==> config.mk <==
export PLATFORM = sky130hd
export DESIGN_NAME = mem_port_arbiter
export DESIGN_NICKNAME = d
export VERILOG_FILES = /design/src/rtl/mem_port_arbiter_pkg.sv /design/src/rtl/mem_port_arbiter_rr_picker.sv /design/src/rtl/mem_port_arbiter.sv
export SDC_FILE = /design/constraint.sdc
export NUM_CORES = 1
export LEC_CHECK = 0
export CAP_MARGIN = 10
export CELL_PAD_IN_SITES_DETAIL_PLACEMENT = 1
export CELL_PAD_IN_SITES_GLOBAL_PLACEMENT = 2
export CORE_MARGIN = 2
export CORE_UTILIZATION = 24
export DETAILED_ROUTE_END_ITERATION = 7
export PLACE_DENSITY = 0.83
export SLEW_MARGIN = 20
export SYNTH_ARGS = -nofsm -noshare
export SYNTH_HDL_FRONTEND = slang
export SYNTH_SLANG_ARGS = --single-unit
==> constraint.sdc <==
create_clock -name clk -period 5.35 [get_ports clk]
set_input_delay 1.07 -clock clk [delete_from_list [all_inputs] [get_ports clk]]
set_output_delay 1.07 -clock clk [all_outputs]
set_load 0.005 [all_outputs]
==> src/rtl/mem_port_arbiter_pkg.sv <==
// rtl/mem_port_arbiter_pkg.sv - shared state encoding, grant index width and word width for mem_port_arbiter
`ifndef LEN_WORD
`define LEN_WORD 32
`endif

package mem_port_arbiter_pkg;

    typedef enum logic [1:0] {
        ARB_IDLE  = 2'd0,
        ARB_ISSUE = 2'd1,
        ARB_WAIT  = 2'd2
    } arb_state_e;

    // Wide enough for the largest supported port count (4).
    localparam int PORT_IDX_W = 2;

endpackage

==> src/rtl/mem_port_arbiter_rr_picker.sv <==
// rtl/mem_port_arbiter_rr_picker.sv - combinational request picker; round-robin, or fixed priority with MEM_ARB_FIXED_PRIO_EN
module rr_picker
    import mem_port_arbiter_pkg::*;
#(
    parameter int N_PORT = 2
) (
    input  logic [N_PORT-1:0]     req,
    input  logic [PORT_IDX_W-1:0] ptr,
    output logic [N_PORT-1:0]     grant,
    output logic [PORT_IDX_W-1:0] grant_idx,
    output logic                  any_req
);

    logic found;

    assign any_req = |req;

`ifdef MEM_ARB_FIXED_PRIO_EN
    logic unused_ptr;
    assign unused_ptr = ^ptr;

    always_comb begin
        grant     = '0;
        grant_idx = '0;
        found     = 1'b0;
        for (int i = 0; i < N_PORT; i++) begin
            if (!found && req[i]) begin
                found     = 1'b1;
                grant[i]  = 1'b1;
                grant_idx = PORT_IDX_W'(i);
            end
        end
    end
`else
    // Scan starts one past the last granted port and wraps around.
    always_comb begin
        grant     = '0;
        grant_idx = '0;
        found     = 1'b0;
        for (int k = 1; k <= N_PORT; k++) begin
            for (int i = 0; i < N_PORT; i++) begin
                if (!found && req[i] && (((int'(ptr) + k) % N_PORT) == i)) begin
                    found     = 1'b1;
                    grant[i]  = 1'b1;
                    grant_idx = PORT_IDX_W'(i);
                end
            end
        end
    end
`endif

endmodule

==> src/rtl/mem_port_arbiter.sv <==
// rtl/mem_port_arbiter.sv - shares one memory access unit between N_PORT requesters; MEM_ARB_FIXED_PRIO_EN selects fixed priority
module mem_port_arbiter
    import mem_port_arbiter_pkg::*;
#(
    parameter int N_PORT = 2,
    parameter int W      = `LEN_WORD
) (
    input  logic                clk,
    input  logic                rst,
    input  logic [N_PORT-1:0]   req_order,
    input  logic [N_PORT-1:0]   req_io,
    input  logic [N_PORT*W-1:0] req_address,
    input  logic [N_PORT*W-1:0] req_wdata,
    output logic [N_PORT-1:0]   req_accepted,
    output logic [N_PORT-1:0]   req_done,
    output logic [W-1:0]        req_rdata,
    output logic                m_order,
    input  logic                m_accepted,
    input  logic                m_done,
    output logic                m_io,
    output logic [W-1:0]        m_address,
    output logic [W-1:0]        m_wdata,
    input  logic [W-1:0]        m_rdata
);

    arb_state_e            state_q, state_d;
    logic [N_PORT-1:0]     grant_q, grant_d;
    logic [N_PORT-1:0]     req_done_q, req_done_d;
    logic [W-1:0]          req_rdata_q, req_rdata_d;
    logic                  m_order_q, m_order_d;
    logic                  m_io_q, m_io_d;
    logic [W-1:0]          m_address_q, m_address_d;
    logic [W-1:0]          m_wdata_q, m_wdata_d;

    logic [N_PORT-1:0]     pick_req, pick_grant;
    logic [PORT_IDX_W-1:0] pick_idx, ptr_sel;
    logic                  pick_any;
    logic [W-1:0]          sel_address, sel_wdata;

`ifdef MEM_ARB_FIXED_PRIO_EN
    logic unused_pick_idx;
    assign ptr_sel         = '0;
    assign unused_pick_idx = ^pick_idx;
`else
    logic [PORT_IDX_W-1:0] ptr_q, ptr_d;
    assign ptr_sel = ptr_q;
`endif

    // Requests are only visible while idle, so grants can never fire mid-transaction.
    assign pick_req = (state_q == ARB_IDLE) ? req_order : '0;

    rr_picker #(.N_PORT(N_PORT)) u_picker (
        .req       (pick_req),
        .ptr       (ptr_sel),
        .grant     (pick_grant),
        .grant_idx (pick_idx),
        .any_req   (pick_any)
    );

    always_comb begin
        sel_address = '0;
        sel_wdata   = '0;
        for (int i = 0; i < N_PORT; i++) begin
            if (pick_grant[i]) begin
                sel_address = req_address[i*W +: W];
                sel_wdata   = req_wdata[i*W +: W];
            end
        end
    end

    always_comb begin
        state_d     = state_q;
        grant_d     = grant_q;
        req_done_d  = '0;
        req_rdata_d = req_rdata_q;
        m_order_d   = m_order_q;
        m_io_d      = m_io_q;
        m_address_d = m_address_q;
        m_wdata_d   = m_wdata_q;
`ifndef MEM_ARB_FIXED_PRIO_EN
        ptr_d       = ptr_q;
`endif
        case (state_q)
            ARB_IDLE: begin
                if (pick_any) begin
                    grant_d     = pick_grant;
                    m_io_d      = |(req_io & pick_grant);
                    m_address_d = sel_address;
                    m_wdata_d   = sel_wdata;
                    m_order_d   = 1'b1;
                    state_d     = ARB_ISSUE;
`ifndef MEM_ARB_FIXED_PRIO_EN
                    ptr_d       = pick_idx;
`endif
                end
            end
            ARB_ISSUE: begin
                if (m_accepted) begin
                    m_order_d = 1'b0;
                    if (m_done) begin
                        req_done_d = grant_q;
                        state_d    = ARB_IDLE;
                    end else begin
                        state_d = ARB_WAIT;
                    end
                end
            end
            ARB_WAIT: begin
                if (m_done) begin
                    req_done_d = grant_q;
                    state_d    = ARB_IDLE;
                end
            end
            default: begin
                m_order_d = 1'b0;
                state_d   = ARB_IDLE;
            end
        endcase
        if (|req_done_d && !m_io_q) begin
            req_rdata_d = m_rdata;
        end
    end

    always_ff @(posedge clk or posedge rst) begin
        if (rst) begin
            state_q     <= ARB_IDLE;
            grant_q     <= '0;
            req_done_q  <= '0;
            req_rdata_q <= '0;
            m_order_q   <= 1'b0;
            m_io_q      <= 1'b0;
            m_address_q <= '0;
            m_wdata_q   <= '0;
`ifndef MEM_ARB_FIXED_PRIO_EN
            ptr_q       <= '0;
`endif
        end else begin
            state_q     <= state_d;
            grant_q     <= grant_d;
            req_done_q  <= req_done_d;
            req_rdata_q <= req_rdata_d;
            m_order_q   <= m_order_d;
            m_io_q      <= m_io_d;
            m_address_q <= m_address_d;
            m_wdata_q   <= m_wdata_d;
`ifndef MEM_ARB_FIXED_PRIO_EN
            ptr_q       <= ptr_d;
`endif
        end
    end

    assign req_accepted = pick_grant;
    assign req_done     = req_done_q;
    assign req_rdata    = req_rdata_q;
    assign m_order      = m_order_q;
    assign m_io         = m_io_q;
    assign m_address    = m_address_q;
    assign m_wdata      = m_wdata_q;

endmodule

# --- After elaboration in Yosys (flattened, before gate mapping) ---
# Index checks and enable logic that the tools add are counted.
word_totals:
  out_inout_bits: 102
  in_bits: 168
  elab_cells: 68
  register_bits: 105
op_classes:
  n_addsub: 2
  mux: 25
  reduce_logical: 21
  bitwise_logic: 4
  eq_ne: 7
ops:
  columns: ["cell", "n"]
  rows:
  - ["32-bit 2-to-1 mux", 4]
  - ["32-bit logical NOT", 2]
  - ["2-bit 2-to-1 mux", 7]
  - ["1-bit 2-to-1 mux", 11]
  - ["1-bit logical AND", 8]
  - ["2-bit equality test, second input constant", 3]
  - ["2-bit inequality test, second input constant", 3]
  - ["2-bit case mux with 3 select lines", 1]
  - ["3-bit AND reduction", 2]
  - ["2-bit OR reduction", 3]
  - ["1-bit logical NOT", 4]
  - ["2-bit case mux with 2 select lines", 1]
  - ["1-bit case mux with 3 select lines", 1]
  - ["1-bit adder, second input constant", 2]
  - ["1-bit AND, first input constant", 2]
  - ["2-bit AND", 1]
  - ["2-bit by 1-bit equality test with 1-bit output, second input constant", 1]
  - ["2-bit logical NOT", 1]
  - ["2-bit AND reduction", 1]
  - ["1-bit inverter", 1]

# --- Depth between registers and ports, before layout ---
# Gate-level depths: netlist of run 1.
depth:
  word_depth: 19
  ltp_mapped: 7
  mapped_depth_nobuf: 5

# --- Modules after synthesis ---
# A second synthesis of run 1 with hierarchy kept.
hier_totals:
  hier_cells: 410
  area_unflattened_um2: 4673.2
modules_own_cells:
  columns: ["mod", "area_each_um2", "seq_area_each_um2", "n_inst", "cells_per_inst"]
  rows:
  - ["mem_port_arbiter", 4629.4, 2652.5, 1, 403]
  - ["rr_picker", 43.8, 0.0, 1, 7]

# --- Worst setup path after synthesis of run 1 ---
# OpenSTA, ideal clock, no wires.
synth_timing:
  path_type: "input to output"
  startpoint: "input req_order[0]"
  endpoint: "output req_accepted[0]"
  path_stages: 3
  slack_ns: 2.631
  path_buffers: 1
  required_time_ns: 4.280
  arrival_time_ns: 1.649
  path_cell_list: "nand2_1 > a21oi_1 > clkbuf_1"
synth_between:
  elab_chain_len: 11
synth_rtl:
  columns: ["item", "line_no", "rtl"]
  rows:
  - ["from (decl)", "mem_port_arbiter.sv:10", "input logic [N_PORT-1:0] req_order,"]
  - ["2-bit 2-to-1 mux (*)", "mem_port_arbiter.sv:50", "assign pick_req = (state_q == ARB_IDLE) ? req_order : '0;"]
  - ["1-bit logical AND", "mem_port_arbiter_rr_picker.sv:42", "if (!found && req[i] && (((int'(ptr) + k) % N_PORT) == i)) begin"]
  - ["1-bit 2-to-1 mux", "mem_port_arbiter_rr_picker.sv:42", null]
  - ["1-bit logical NOT", "mem_port_arbiter_rr_picker.sv:42", null]
  - ["1-bit logical AND (2 in a row)", "mem_port_arbiter_rr_picker.sv:42", null]
  - ["1-bit 2-to-1 mux", "mem_port_arbiter_rr_picker.sv:42", null]
  - ["1-bit logical NOT", "mem_port_arbiter_rr_picker.sv:42", null]
  - ["1-bit logical AND (2 in a row)", "mem_port_arbiter_rr_picker.sv:42", null]
  - ["1-bit 2-to-1 mux (*)", "mem_port_arbiter_rr_picker.sv:42", null]
  - ["to (decl)", "mem_port_arbiter.sv:14", "output logic [N_PORT-1:0] req_accepted,"]
# Mark *: on every way between the ends. The rest lies on a longest branch, timed or not.

# --- Final worst setup path of run 1 ---
layout_timing:
  startpoint: "input req_order[1]"
  endpoint: "output req_accepted[1]"
layout_between:
  elab_chain_len: 12
  word_cells_on_any_way: 13
  cone_classes: "mux: 5; reduce/logical: 8"
layout_rtl:
  columns: ["item", "line_no"]
  rows:
  - ["2-bit 2-to-1 mux (*)", "mem_port_arbiter.sv:50"]
  - ["1-bit logical AND (2 in a row)", "mem_port_arbiter_rr_picker.sv:42"]
  - ["1-bit 2-to-1 mux", "mem_port_arbiter_rr_picker.sv:42"]
  - ["1-bit logical NOT", "mem_port_arbiter_rr_picker.sv:42"]
  - ["1-bit logical AND (2 in a row)", "mem_port_arbiter_rr_picker.sv:42"]
  - ["1-bit 2-to-1 mux", "mem_port_arbiter_rr_picker.sv:42"]
  - ["1-bit logical NOT", "mem_port_arbiter_rr_picker.sv:42"]
  - ["1-bit logical AND (2 in a row)", "mem_port_arbiter_rr_picker.sv:42"]
  - ["1-bit 2-to-1 mux (*)", "mem_port_arbiter_rr_picker.sv:42"]
# Marked as above.

==> results.yml, run 1 <==
logic_synthesis:
  async_flop_share_pct: 100
  synth_cell_types: 25
  yosysTopAreaCellShare_pct: 57.8
  yosysMostFrequentCell: "dfrtp_1"
  yosys-top-cells-area: "dfrtp_1 58%, a221o_1 14%, mux2_4 9.9%, and2_0 5.1%, and2_1 4.1%"
  syn_nets: 501
  synth_warnings: 0
  synth.avg_cell_area_sq_um: 13.8
  synthCells: 329
  yosysTopAreaCell: "dfrtp_1"
  synthFlopType: "dfrtp_1"
  synth_top_cells_by_count: "105 x dfrtp_1, 65 x a221o_1, 37 x and2_0"
  yosysSeqAreaShare_pct: 57.8
  synth_area_sq_um: 4550
  ys_ff_latch: 105
  synth_edf_count: 0
cts:
  cts_hold_buf: 0
  clkTransAtPathRegs_ns: 0.07
  cts_tree: "built"
  cts_sinks: 105
  postCtsResizedCells: 0
  clk_latency_ns: 0.34
  cts-root-buf: "clkbuf_16"
  clockBufferDepth: 2
  numCtsBuffers: 9
  h-tree-depth: 3
  post_cts_buffers: 0
detailed_routing:
  vias_per_cell: 4.66
  drtPass1Iterations: 4
  drc: 0
  postRouteAntennaNets: 0
  dr_total_vias: 3858
  drtIter0Drc: 138
  wl_per_cell_um: 19.3
  wl_um: 15900
setup_path:
  cp_cell_sequence: "clkdlybuf4s50_1, nand2_1, a21oi_4, clkdlybuf4s50_1"
  timing.rr.start: "state_q[1]"
  arrival_ns: 2.59
  required_ns: 4.28
  worstSetupPathType: "input pin to output pin"
  critical_path.top_delay_family: "buffers and inverters"
  startpoint_type: "input pin"
  cp_slowest_cell: "clkdlybuf4s50_1"
  max_stage_delay_ns: 0.64
  crit_fanout: 5
  cp_common_cell: "clkdlybuf4s50_1"
  critical_path.startpoint: "req_order[1]"
  cp_num_buf_inv: 2
  end_kind: "output pin"
timing:
  fin_tns_setup_ns: 0
  fmax_mhz: 273
  worst_pin_slew_ns: 0.792
  max_slew_margin_pct: 47.2
  drv_slew: 0
  hold_viol: 0
  rsz0062_at_grt: "no"
  skew_ns: 0.00880
  setup_viol: 0
  fin_crit_sh_pct: 68.4
  fin_crit_ns: 3.66
  setup_ws_ns: 1.69
placement:
  port_buffers: 269
  place_congestion: 0.741
  hpwl_um: 11700
  place_ws_ns: 1.67
global_routing:
  grt_pass1_wl_um: 24300
  grt_antenna_before_repair: 0
  grt_pass1_vias: 4418
  track_usage_pct: 15.6
  grt_overflow: 0
  grt_max_degree: 68
die:
  dieArea_sq_um: 20100
  io_pins: 270
  core_sq_um: 18600
  rows: 50
  start_util_pct: 24.4
  die_h_um: 142
  die_w_um: 142
final_layout:
  drive_gt1_share_pct: 9.76
  multi_input_area_sq_um: 1780
  antenna-diode-count: 0
  area_growth_pct: 69.9
  fillCellCount: 1965
  nNetsFinal: 761
  ff_latch_area_sq_um: 2630
pwr:
  combPwrFrac_pct: 48.9
  p_clk_share_pct: 15.9
  p_seq_share_pct: 35.2
  internal-power_mw: 2.74
  ir_drop_mv: 0.184
  cellLeakagePower_nw: 3.26
  switching_share_pct: 30.6
  p_switching_mw: 1.21
  total_power_mw: 3.95
  pwr_density_cell_nw_per_um2: 511
worst_hold_path:
  hold_start: "grant_q[0]"
  hold_path.class: "flop to flop"
job:
  drv_cap: 0
outcome:
  status: "finished clean"
per-stage QoR:
step | hold WS [ns] | std cells | util [%] | cell area [sq um]
after floorplan | 0.465 | 329 | - | 4550
after CTS | 0.516 | 828 | 41.4 | 7720
after detailed placement | 0.496 | 812 | 40.0 | 7450
after global placement | 0.483 | 812 | 40.0 | 7450
after global routing | 0.535 | 828 | 41.4 | 7720
final | 0.511 | 828 | 41.4 | 7720
flip-flops by register name (all words and copies together), names as in the netlist:
| signal | flops |
|---|---|
| grant_q | 2 |
| m_address | 32 |
| m_io | 1 |
| m_order | 1 |
| m_wdata | 32 |
| ptr_q | 1 |
| req_done | 2 |
| req_rdata | 32 |
| state_q | 2 |
cell usage in the layout, fill, tap and decap left out, drive strengths merged:
| cell type | Yosys | layout |
|---|---|---|
| a21o | 1 | 1 |
| a21oi | 4 | 4 |
| a221o | 65 | 65 |
| and2 | 67 | 67 |
| buf | 10 | 5 |
| clkbuf | 15 | 12 |
| clkdlybuf4s50 | 0 | 269 |
| clkinv | 0 | 2 |
| clkinvlp | 0 | 1 |
| dfrtp | 105 | 105 |
| ha | 4 | 4 |
| inv | 4 | 5 |
| mux2 | 33 | 33 |
| nand2 | 6 | 6 |
| nor2 | 3 | 3 |
| nor2b | 2 | 2 |
| nor3 | 2 | 2 |
| nor3b | 1 | 1 |
| o21ai | 4 | 4 |
| o31a | 1 | 1 |
| o32a | 1 | 1 |
| or4 | 1 | 1 |
path summary, 6_finish.rpt:
path | endpoint | slack [ns] | cells after the start
min in group asynchronous | m_address[14] | 1.27 | 3
worst max register to register | m_address[21] | 3.13 | 6
worst min register to register | grant_q[0] | 0.51 | 1
worst max-delay path | req_accepted[1] | 1.69 | 4
worst min-delay path | grant_q[0] | 0.51 | 1
max in group asynchronous | m_wdata[6] | 3.57 | 3
power groups by stage:
stage	Sequential, mW	Clock, mW	Combinational [mW]
final	1.39	0.629	1.93
after global routing	1.44	0.690	2.09
after CTS	1.40	0.660	1.97
after detailed placement	1.40	0	1.96
after global placement	1.38	0	1.91
after floorplan	1.39	0	0.846
routing by layer:
metal	share of wire, %	track usage [%]	vias up
li1	-	-	1739
met1	39	17.6	1899
met2	49	27.2	200
met3	9.3	5.47	20
met4	2.2	5.95	0
met5	0	0	-
cell type report:
class / count / share of cell area [%]
multi-input cells: 195 / 23.1
well taps: 234 / 3.79
flip-flops and latches: 105 / 34.0
clock buffers: 12 / 3.19
inverters: 4 / 0.227
clock inverters: 4 / 0.340
repair buffers: 274 / 35.3
kinds of logic (layout without fill, tap and decap cells):
group	after synthesis	in the layout	share of synthesized area, %
AO/OA/AOI/OAI	76	76	15.9
adder cells (fa/ha/maj)	4	4	1.10
buffers and inverters	29	294	3.72
flip-flops	105	105	57.8
multiplexers	33	33	10.7
AND/OR/NAND/NOR	82	82	10.9
No activity file was read; power rests on OpenSTA's default activity.
==> run 2, diff against run 1 <==
--- a/config.mk
+++ b/config.mk
@@ -9,9 +9,9 @@
 export CELL_PAD_IN_SITES_DETAIL_PLACEMENT = 1
 export CELL_PAD_IN_SITES_GLOBAL_PLACEMENT = 2
 export CORE_MARGIN = 2
-export CORE_UTILIZATION = 24
+export CORE_UTILIZATION = 20
 export DETAILED_ROUTE_END_ITERATION = 7
-export PLACE_DENSITY = 0.83
+export PLACE_DENSITY = 0.74
 export SLEW_MARGIN = 20
 export SYNTH_ARGS = -nofsm -noshare
 export SYNTH_HDL_FRONTEND = slang
==> constraint.sdc (replaced) <==
create_clock -name clk -period 3 [get_ports clk]
set_input_delay 0.6 -clock clk [delete_from_list [all_inputs] [get_ports clk]]
set_output_delay 0.6 -clock clk [all_outputs]
set_load 0.005 [all_outputs]
==> results.yml, run 2 (synthesis gave the netlist of run 1 again) <==
outcome:
  status: "finished clean"
detailed_routing:
  postRouteAntennaNets: 0
  dr_total_vias: 3881
  drc: 0
  wl_um: 16000
  wl_per_cell_um: 18.2
  vias_per_cell: 4.41
  drtPass1Iterations: 4
  drtIter0Drc: 219
timing:
  fin_crit_sh_pct: 88.6
  skew_ns: 0.0102
  worst_pin_slew_ns: 0.825
  rsz0062_at_grt: "no"
  fin_crit_ns: 2.66
  max_slew_margin_pct: 45.0
  setup_viol: 0
  fmax_mhz: 376
  fin_tns_setup_ns: 0
  drv_slew: 0
  hold_viol: 0
cts:
  h-tree-depth: 3
  clk_latency_ns: 0.35
  numCtsBuffers: 9
  clockBufferDepth: 2
  cts_tree: "built"
  postCtsResizedCells: 0
  post_cts_buffers: 0
  cts_sinks: 105
  clkTransAtPathRegs_ns: 0.08
  cts-root-buf: "clkbuf_16"
  cts_hold_buf: 0
global_routing:
  grt_pass1_wl_um: 25200
  grt_overflow: 0
  grt_max_degree: 106
  track_usage_pct: 13.6
  grt_antenna_before_repair: 0
  grt_pass1_vias: 4421
pwr:
  switching_share_pct: 30.6
  ir_drop_mv: 0.290
  combPwrFrac_pct: 47.9
  p_clk_share_pct: 17.6
  p_seq_share_pct: 34.5
  p_switching_mw: 2.20
  total_power_mw: 7.20
  pwr_density_cell_nw_per_um2: 917
  cellLeakagePower_nw: 3.28
  internal-power_mw: 4.99
setup_path:
  worstSetupPathDepth: 5
  crit_fanout: 6
  max_stage_delay_ns: 0.52
  end_kind: "output pin"
  timing.rr.start: "state_q[1]"
  arrival_ns: 2.06
  worstSetupPathType: "flop to output pin"
  startpoint_type: "flop"
  reg2reg_depth: 6
  cp_slowest_cell: "clkdlybuf4s50_1"
  required_ns: 2.40
  cp_cell_sequence: "inv_1, ha_1, nand2_1, a21oi_4, clkdlybuf4s50_1"
  cp_num_buf_inv: 2
  critical_path.startpoint: "state_q[1]"
  critical_path.top_delay_family: "buffers and inverters"
final_layout:
  area_growth_pct: 72.7
  finalNonFillerCells: 880
  nNetsFinal: 762
  final_common_cell: "clkdlybuf4s50_1"
  utilization_pct: 34.9
  final_cell_mix: "269 x clkdlybuf4s50_1, 105 x dfrtp_1, 65 x a221o_1"
  final_area_sq_um: 7850
  drive_gt1_share_pct: 10.3
  fillCellCount: 2411
  antenna-diode-count: 0
placement:
  place_congestion: 0.771
  dp.cells: 864
  hpwl_um: 11300
  postPlaceCellArea_sq_um: 7540
  port_buffers: 269
die:
  io_pins: 270
  die_h_um: 155
  dieArea_sq_um: 24000
  rows: 55
  start_util_pct: 20.2
  core_sq_um: 22500
  die_w_um: 155
worst_hold_path:
  hold_start: "req_rdata[6]"
  min_path_cells: 1
  hold_path.class: "flop to flop"
job:
  drv_cap: 0
-- run 2: power by group through the flow --
stage               logic [mW]  registers, mW  clock network (mW)
global placement          3.42           2.46                   0
CTS                       3.51           2.49                1.34
finish                    3.45           2.48                1.27
detailed placement        3.50           2.50                   0
global route              3.75           2.57                1.38
floorplan                 1.51           2.48                   0
-- run 2: stage by stage --
stage               worst slack, ns  hold WS [ns]
finish                        0.341         0.508
global route                  0.183         0.524
CTS                           0.299         0.512
detailed placement            0.337         0.493
global placement              0.354         0.483
floorplan                      1.05         0.465
-- run 2: routing by layer --
metal | track usage [%] | wire length [um]
met5 | 0 | 0
met4 | 5.51 | 371
met3 | 4.09 | 1250
met2 | 21.9 | 7460
met1 | 16.9 | 6960
-- run 2: worst register-to-register path, delay by kind of cell, from the launching register on --
kind	cells	cell delay (ns)
AO/OA/AOI/OAI	2	0.51
buffers and inverters	2	0.74
adder cells (fa/ha/maj)	1	0.33
AND/OR/NAND/NOR	1	0.16
flip-flops	1	0.42
-- run 2: path summary, 6_finish.rpt --
path	end	slack, ns
max in group asynchronous	m_address[17]	1.71
min in group asynchronous	req_rdata[17]	0.75
setup reg to reg	m_address[21]	0.76
hold reg to reg	req_rdata[6]	0.51
setup / recovery	req_accepted[1]	0.34
hold / removal	req_rdata[6]	0.51
-- run 2: layout make-up --
type	count	area [sq um]	share of cell area, %
Clock buffer	10	239	3.04
Clock inverter	6	73.8	0.941
Inverter	4	18.8	0.239
Multi-Input combinational cell	195	1780	22.7
Sequential cell	105	2630	33.5
Tap cell	285	357	4.54
Timing Repair Buffer	275	2750	35.0
==> run 3, diff against run 2 <==
--- a/config.mk
+++ b/config.mk
@@ -9,9 +9,11 @@
 export CELL_PAD_IN_SITES_DETAIL_PLACEMENT = 1
 export CELL_PAD_IN_SITES_GLOBAL_PLACEMENT = 2
 export CORE_MARGIN = 2
-export CORE_UTILIZATION = 20
+export CORE_UTILIZATION = 34
 export DETAILED_ROUTE_END_ITERATION = 7
+export DONT_BUFFER_PORTS = 1
 export PLACE_DENSITY = 0.74
+export SETUP_SLACK_MARGIN = 0.15
 export SLEW_MARGIN = 20
 export SYNTH_ARGS = -nofsm -noshare
 export SYNTH_HDL_FRONTEND = slang
==> results.yml, run 3 (synthesis gave the netlist of run 1 again) <==
outcome:
  status: "finished clean"
final_layout:
  finalNonFillerCells: 502
  antenna-diode-count: 0
  final_area_sq_um: 5020
  final_common_cell: "dfrtp_1"
  utilization_pct: 38.2
  final_cell_mix: "105 x dfrtp_1, 65 x a221o_1, 37 x and2_0"
  area_growth_pct: 10.4
  ff_latch_area_sq_um: 2630
  multi_input_area_sq_um: 1780
  drive_gt1_share_pct: 18.4
  nNetsFinal: 493
  fillCellCount: 1344
cts:
  cts_sinks: 105
  h-tree-depth: 3
  numCtsBuffers: 9
  cts-root-buf: "clkbuf_16"
  clk_latency_ns: 0.34
  cts_tree: "built"
  cts_hold_buf: 0
  postCtsResizedCells: 0
  post_cts_buffers: 0
  clockBufferDepth: 2
  clkTransAtPathRegs_ns: 0.07
job:
  drv_cap: 0
setup_path:
  cp_slowest_cell: "a21oi_4"
  cp_cell_sequence: "inv_1, ha_1, nand2_1, a21oi_4"
  startpoint_type: "flop"
  critical_path.startpoint: "state_q[1]"
  arrival_ns: 1.85
  crit_fanout: 15
  reg2reg_depth: 5
  worstSetupPathType: "flop to output pin"
  ff2ff_setup_slack_ns: 0.84
  reg2reg_to: "req_rdata[28]"
  max_stage_delay_ns: 0.51
  timing.rr.start: "state_q[1]"
  end_kind: "output pin"
  required_ns: 2.40
worst_hold_path:
  hold_path.class: "input pin to asynchronous set/reset pin"
die:
  start_util_pct: 34.6
  die_h_um: 120
  die_w_um: 120
  dieArea_sq_um: 14300
  core_sq_um: 13100
  rows: 42
  io_pins: 270
pwr:
  switching_share_pct: 33.5
  p_switching_mw: 1.90
  cellLeakagePower_nw: 2.24
  pwr_density_cell_nw_per_um2: 1130
  combPwrFrac_pct: 31.7
  internal-power_mw: 3.77
  ir_drop_mv: 0.366
  total_power_mw: 5.67
  p_seq_share_pct: 47.5
  p_clk_share_pct: 20.7
timing:
  setup_ws_ns: 0.547
  skew_ns: 0.00631
  drv_slew: 0
  rsz0062_at_grt: "no"
  worst_pin_slew_ns: 0.853
  max_slew_margin_pct: 43.0
  fmax_mhz: 408
  fin_crit_ns: 2.45
  hold_viol: 0
  fin_tns_setup_ns: 0
  hold_ws_ns: 0.289
  fin_crit_sh_pct: 81.8
  setup_viol: 0
placement:
  place_ws_ns: 0.845
  postPlaceCellArea_sq_um: 4720
  hpwl_um: 9070
  dp.cells: 486
  place_congestion: 0.768
  port_buffers: 0
detailed_routing:
  vias_per_cell: 5.64
  drtIter0Drc: 96
  wl_per_cell_um: 24.6
  drtPass1Iterations: 6
  drc: 0
  postRouteAntennaNets: 0
  dr_total_vias: 2833
  wl_um: 12400
global_routing:
  grt_util_met2_pct: 28.5
  grt_util_met3_pct: 6.42
  grt_pass1_vias: 3078
  grt_antenna_before_repair: 0
  grt_use_met1_pct: 20.3
  grt_max_degree: 53
  top_usage_layer: "met2"
  track_usage_pct: 17.3
  grt_overflow: 0
  grt_pass1_wl_um: 18800
-- run 3: cell types whose count changed in the layout (fill, tap and decap cells not counted) --
cell,change
buf_4,-1
clkbuf_1,+1
clkinv_2,+2
inv_8,-1
clkdlybuf4s50_1,-269
inv_6,-2
buf_12,+1
-- run 3: layout make-up --
class | count | area share [%]
Sequential cell | 105 | 52.4
Multi-Input combinational cell | 195 | 35.5
Clock buffer | 11 | 4.84
Tap cell | 176 | 4.39
Timing Repair Buffer | 6 | 1.40
Clock inverter | 5 | 1.10
Inverter | 4 | 0.374
-- run 3: power groups by stage --
stage | Sequential [mW] | Clock (mW) | Combinational (mW)
3_3_place_gp | 2.71 | 0 | 1.72
3_5_place_dp | 2.72 | 0 | 1.83
6_report | 2.69 | 1.18 | 1.80
2_1_floorplan | 2.48 | 0 | 1.51
5_1_grt | 2.78 | 1.29 | 2.01
4_1_cts | 2.72 | 1.22 | 1.84
-- run 3: worst max-delay path, delay by kind of cell, from the launching register on --
family	cells	cell delay [ns]
DFF	1	0.41
and+or+nand+nor	1	0.16
AOI/OAI and AO/OA	1	0.51
adders and majority gates	1	0.33
buffers and inverters	1	0.11
-- run 3: per-layer routing --
layer  part of all wire, %  vias to the layer above
li1                      -                     1203
met1                    39                     1426
met2                    49                      189
met3                   9.6                       15
met4                   1.9                        0
met5                     0                        -
-- run 3: how the worst max path moves through the flow --
stage / end / slack [ns] / cells after the start
2_1_floorplan: req_rdata[0] / 1.05 / 7
3_3_place_gp: req_rdata[10] / 0.92 / 5
5_1_grt: req_accepted[1] / 0.40 / 4
6_report: req_accepted[1] / 0.55 / 4
4_1_cts: req_accepted[1] / 0.50 / 4
3_5_place_dp: m_address[3] / 0.84 / 6
